### config.mk
export PLATFORM = sky130hd
export DESIGN_NAME = stall_ctrl
export DESIGN_NICKNAME = d
export VERILOG_FILES = /design/src/rtl/stall_ctrl.sv
export SDC_FILE = /design/constraint.sdc
export NUM_CORES = 1
export LEC_CHECK = 0
export CORE_MARGIN = 4
export CORE_UTILIZATION = 35
export DETAILED_ROUTE_END_ITERATION = 8
export PLACE_DENSITY = 0.6
export SLEW_MARGIN = 20
export SYNTH_ARGS = -nofsm -noshare
export SYNTH_HDL_FRONTEND = slang
export SYNTH_SLANG_ARGS = --single-unit
### constraint.sdc
create_clock -name clk -period 3.05 [get_ports clk]
set_input_delay 0.61 -clock clk [delete_from_list [all_inputs] [get_ports clk]]
set_output_delay 0.61 -clock clk [all_outputs]
set_load 0.02 [all_outputs]
### src/rtl/stall_ctrl.sv
// Pipeline stall controller: picks one per-stage hold pattern from load-use, divide and
// data-SRAM wait sources, and sequences the multi-cycle divider with a timeout guard.
module stall_ctrl #(
  parameter int DIV_TIMEOUT = 40
) (
  input  logic        clk,
  input  logic        rst,
  input  logic        stallreq_id,
  input  logic        div_req,
  input  logic        div_ready,
  input  logic        stallreq_mem,
  output logic [5:0]  stall,
  output logic        div_start,
  output logic        div_busy,
  output logic        div_timeout,
  output logic [31:0] stall_cycles,
  output logic        o_dbg_state
);

  localparam int CW = $clog2(DIV_TIMEOUT + 1);
  localparam logic [CW-1:0] LAST_CNT = CW'(DIV_TIMEOUT - 1);

  localparam logic [5:0] STALL_NONE = 6'b000000;
  localparam logic [5:0] STALL_LU   = 6'b000111;
  localparam logic [5:0] STALL_DIV  = 6'b001111;
  localparam logic [5:0] STALL_MEM  = 6'b011111;

  typedef enum logic {
    S_IDLE = 1'b0,
    S_DIV  = 1'b1
  } state_t;

  state_t        r_state;
  state_t        w_state_nxt;
  logic [CW-1:0] r_cnt;
  logic [CW-1:0] w_cnt_nxt;
  logic          r_timeout;
  logic [31:0]   r_stall_cycles;
  logic          w_div_src;
  logic          w_timeout_hit;

  always_ff @(posedge clk) begin
    if (rst) begin
      r_state        <= S_IDLE;
      r_cnt          <= '0;
      r_timeout      <= 1'b0;
      r_stall_cycles <= '0;
    end else begin
      r_state <= w_state_nxt;
      r_cnt   <= w_cnt_nxt;
      if (w_timeout_hit) r_timeout <= 1'b1;
      if ((stall != STALL_NONE) && (r_stall_cycles != 32'hFFFF_FFFF))
        r_stall_cycles <= r_stall_cycles + 32'd1;
    end
  end

  // The divide source is inactive in the exit cycle (ready or timeout) so EX can capture.
  always_comb begin
    w_state_nxt   = r_state;
    w_cnt_nxt     = r_cnt;
    w_div_src     = 1'b0;
    w_timeout_hit = 1'b0;
    div_start     = 1'b0;
    div_busy      = 1'b0;
    stall         = STALL_NONE;

    case (r_state)
      S_IDLE: begin
        if (div_req) begin
          w_div_src   = 1'b1;
          div_start   = 1'b1;
          w_state_nxt = S_DIV;
          w_cnt_nxt   = '0;
        end
      end
      S_DIV: begin
        div_busy = 1'b1;
        if (div_ready) begin
          w_state_nxt = S_IDLE;
        end else if (r_cnt == LAST_CNT) begin
          w_state_nxt   = S_IDLE;
          w_timeout_hit = 1'b1;
        end else begin
          w_div_src = 1'b1;
          w_cnt_nxt = r_cnt + 1'b1;
        end
      end
      default: w_state_nxt = S_IDLE;
    endcase

    if (stallreq_mem)     stall = STALL_MEM;
    else if (w_div_src)   stall = STALL_DIV;
    else if (stallreq_id) stall = STALL_LU;

    if (rst) begin
      stall     = STALL_NONE;
      div_start = 1'b0;
      div_busy  = 1'b0;
    end
  end

  assign div_timeout  = r_timeout;
  assign stall_cycles = r_stall_cycles;
  assign o_dbg_state  = r_state;

endmodule

== Yosys cells after proc, flatten, opt, wreduce, memory -nomap -nowiden ==
Cells that the tools add are included.

* Bits in registers: 40
* Output and inout port bits: 42
* Logic and storage cells: 34

* $add $sub $neg: 2
* Equality and inequality tests: 5
* Mux-type cells: 19
* Bitwise operators: 1
* Reductions and logical operators: 3

{| class="wikitable"
|+ Operators with widths
! kind !! number
|-
| $add A32 B1 Y32 const B || 1
|-
| $ne A32 B32 Y1 const B || 1
|-
| $mux W6 || 4
|-
| $pmux W6 S2 || 1
|-
| $mux W1 || 10
|-
| $add A6 B1 Y6 const B || 1
|-
| $eq A6 B6 Y1 const B || 1
|-
| $ne A2 B2 Y1 const B || 3
|-
| $reduce_bool A6 Y1 || 1
|-
| $mux W5 || 1
|-
| $mux W4 || 1
|-
| $mux W3 || 1
|-
| $reduce_and A3 Y1 || 1
|-
| $pmux W1 S2 || 1
|-
| $logic_and A1 B1 Y1 || 1
|-
| $not A1 Y1 || 1
|}

== Logic depth before layout (Yosys ltp) ==
* Depth in word-level cells: 9
* Depth in mapped cells: 8

== Worst setup path before layout ==
Ideal clock, no wire load.

* Kind: input-to-output
* From: in div_req
* To: out stall[1]
* Arrival time: 2.033 ns
* Data required time: 2.440 ns
* Setup slack: 0.407 ns
* Stages on the path: 7
* Path through: nor2b_1 > a2111o_1 > o21ai_2 > buf_4 > buf_4 > inv_1 > buf_4

* Cells in the longest elaborated chain, start to end: 5

{| class="wikitable"
|+ Ends and longest elaborated chain
! element !! RTL line !! RTL
|-
| start: declaration || 9 || <nowiki>input logic div_req,</nowiki>
|-
| $mux W1 || 69 || <nowiki>if (div_req) begin</nowiki>
|-
| $pmux W1 S2 || 67 || <nowiki>case (r_state)</nowiki>
|-
| $mux W4 || 92 || <nowiki>else if (w_div_src) stall = STALL_DIV;</nowiki>
|-
| $mux W5 || 91 || <nowiki>if (stallreq_mem) stall = STALL_MEM;</nowiki>
|-
| $mux W6 || 95 || <nowiki>if (rst) begin</nowiki>
|-
| end: declaration || 12 || <nowiki>output logic [5:0] stall,</nowiki>
|}

No other way between the ends.

== Final worst setup path ==
* From: in div_ready
* To: out stall[3]

* Cells in the longest elaborated chain, start to end: 5

{| class="wikitable"
|+ Ends and longest elaborated chain
! element !! RTL line !! RTL
|-
| start: declaration || 10 || <nowiki>input logic div_ready,</nowiki>
|-
| $mux W1 || 78 || <nowiki>if (div_ready) begin</nowiki>
|-
| $pmux W1 S2 || 67 ||
|-
| $mux W4 || 92 ||
|-
| $mux W5 || 91 ||
|-
| $mux W6 || 95 ||
|}

No other way between the ends.

==> impl_metrics.yaml <==
worst_setup_path:
  crit_fanout: 2
  crit_start: "div_ready"
  r2r-start: "stall_cycles[0]"
  required_ps: 2440
  start_kind: "primary input"
  crit_path_end_kind: "output pin"
  crit_arrival_ps: 2300
  setup.worst_path.class: "in -> out"
logic_synthesis:
  yosys_warnings: 0
  synth_area_per_cell_um2: 8.45
  async_flop_share: 0
  yosysSeqAreaShare: 0.370
  ys_seq_elements: 40
  synth_area_leader_cell: "dfxtp_1"
  synth_cells: 256
  syn_nets: 264
  synth_edf_count: 0
  yosys-top-cells-area: "dfxtp_1, or4_1, o31ai_1"
  ys_types: 47
  syn-cell-area_um2: 2160
  synthDominantCellAreaShare: 0.370
  ys.flop_type: "dfxtp_1"
sta:
  slew_viol_final: 0
  min_period_over_period: 0.955
  setup_viol: 0
  setup_tns_ps: 0
  maxSlewHeadroom: 0.595
  rsz0062_at_grt: "no"
  period_minus_slack_ps: 2910
  tightest_slew_ps: 602
  max_freq_mhz: 343
  hold_viol: 0
  finalClockSkew_ps: 6.69
drt:
  vias_per_cell: 5.68
  drtPass1Iterations: 4
  drtIter0Drc: 119
  via_count: 2211
  drt-total-wl_um: 5690
  drt-wirelength-per-cell_um: 14.6
  drc: 0
  drt.antenna.violating_nets: 0
floorplanning:
  core_area_um2: 5960
  die_w_um: 86.6
  fp.dieH_um: 86.6
  core.rowCount: 28
  die_area_um2: 7500
  pin_count: 48
  start_util: 0.363
power:
  ir_drop_mv: 0.151
  power_frac_seq: 0.532
  power.density_nw_per_um2: 357
  swShare: 0.247
  internal_power_uw: 765
  comb_power_share: 0.109
  p_leak_uw: 0.000919
  power.switching_uw: 251
  clockPowerShare: 0.360
cells_and_area:
  area_delta_synth_final_pct: 31.7
  postLayoutCoreUtil: 0.478
  nNetsFinal: 321
  antenna_cells: 0
  fillers: 620
  fin_area_um2: 2850
  seq_area_um2: 801
  stdcell_count: 389
  drive_gt1_frac: 0.111
  multiInputGateArea_um2: 1260
placement:
  port_buffers: 46
  gp_congestion: 0.811
  dp_hpwl_um: 4180
  dp_cells: 381
  place_area_um2: 2760
min_path:
  worstHoldPathType: "reg -> reg"
  hp-start: "r_cnt[1]"
global_route:
  use_met3: 0.0371
  grt_pass1_wl_um: 9790
  grt-ovfl-total: 0
  top_usage_layer: "met2"
  use_met1: 0.215
  grt_max_degree: 24
  first_global_vias: 2104
  use_met2: 0.254
  antenna_found_initial: 0
  grt_use_total: 0.159
clocking:
  postCtsHoldBufs: 0
  worstSkewPairLatency_ps: 290
  cts_root_buf: "clkbuf_8"
  clk_pin_slew_ps: 70
  cts_tree: "done"
  ctsHtreeMaxLevel: 2
  cts_buffers: 5
  cts.sinks: 40
  clockBufferDepth: 2
outcome:
  status: "completed"
run:
  cap_violations: 0
[final cells by class]
| type | count | area share |
|---|---|---|
| well taps | 75 | 0.0329 |
| clock buffers | 8 | 0.0316 |
| multi-input cells | 197 | 0.441 |
| repair buffers | 62 | 0.204 |
| inverters | 7 | 0.00922 |
| flip-flops and latches | 40 | 0.281 |
[worst paths after layout]
kind                                          to  slack [ps]  depth (start not counted)
worst max-delay path                    stall[3]         140                          7
worst max register to register  stall_cycles[13]         740                          7
worst min register to register          r_cnt[1]         480                          2
worst min-delay path                    r_cnt[1]         480                          2
[worst max-delay path, cell delays in order]
cell             delay, ps
clkdlybuf4s50_1        410
nand2b_1               160
a31oi_1                190
nor2_1                  90
nor2_1                 120
or2_2                  120
clkdlybuf4s50_1        590
[cell usage in the layout, fill, tap and decap left out, drive strengths merged, types with 5 or more instances in the layout]
cell / count
inv: 6
or3: 7
nor2: 17
nand2: 19
clkdlybuf4s50: 43
clkbuf: 8
nor3: 5
nand4: 6
o21ai: 9
o31ai: 18
nor2b: 7
buf: 16
nand3: 17
or4: 19
a21oi: 26
o311ai: 5
nor4: 6
dfxtp: 40
[logic make-up (layout without fill, tap and decap cells)]
kind of cell,after synthesis,after routing,synth area share
other,1,1,0.00173
xor gates and xnor gates,1,1,0.00405
buffers and inverters,19,77,0.0486
and+or+nand+nor,117,117,0.321
muxes,5,5,0.0266
adders and majority gates,2,2,0.0116
AOI/OAI and AO/OA,71,71,0.216
DFF,40,40,0.370
[routing by layer]
layer  vias up  wire [µm]
met3         8        246
li1       1099          -
met5         -          0
met1      1052       2750
met2        52       2620
met4         0         70
[per-stage QoR]
| stage | hold WS, ps | total power, µW | worst slack (ps) |
|---|---|---|---|
| after CTS | 486 | 1030 | 5.14 |
| after floorplan | 453 | 613 | 407 |
| final | 481 | 1020 | 138 |
| after detailed placement | 468 | 664 | -4.89 |
| after global routing | 510 | 1060 | 31.1 |
| after global placement | 469 | 663 | 21.2 |
[flip-flops by register name, indices dropped and copies added (netlist names)]
| name | count |
|---|---|
| stall_cycles | 32 |
| r_cnt | 6 |
| div_timeout | 1 |
| o_dbg_state | 1 |
[synth_stat cells, drive strengths merged, types with 3 or more instances]
library cell  number
or4               19
a21oi             26
nand3             17
o21ai              9
mux2               3
nor3               5
o2111ai            3
o31ai             18
and4               3
inv                6
or3                7
o41ai              3
o311ai             5
nand2             19
nor4               6
clkbuf             4
nor2              17
dfxtp             40
nand4              6
nor2b              7
or2                3
buf                8
[power groups by stage]
stage                     Sequential [µW]  Combinational, µW  Clock, µW
after floorplan                       558               55.4          0
after global placement                553                110          0
after detailed placement              552                112          0
after CTS                             540                111        380
after global routing                  542                120        402
final                                 540                110        365
[timing repair]
item,4_1_cts,5_1_grt
setup buffers,0,0
setup endpoints to repair,3,1
gates cloned,0,0
resized for setup,2,1
Power figures use the tool's default switching activity.
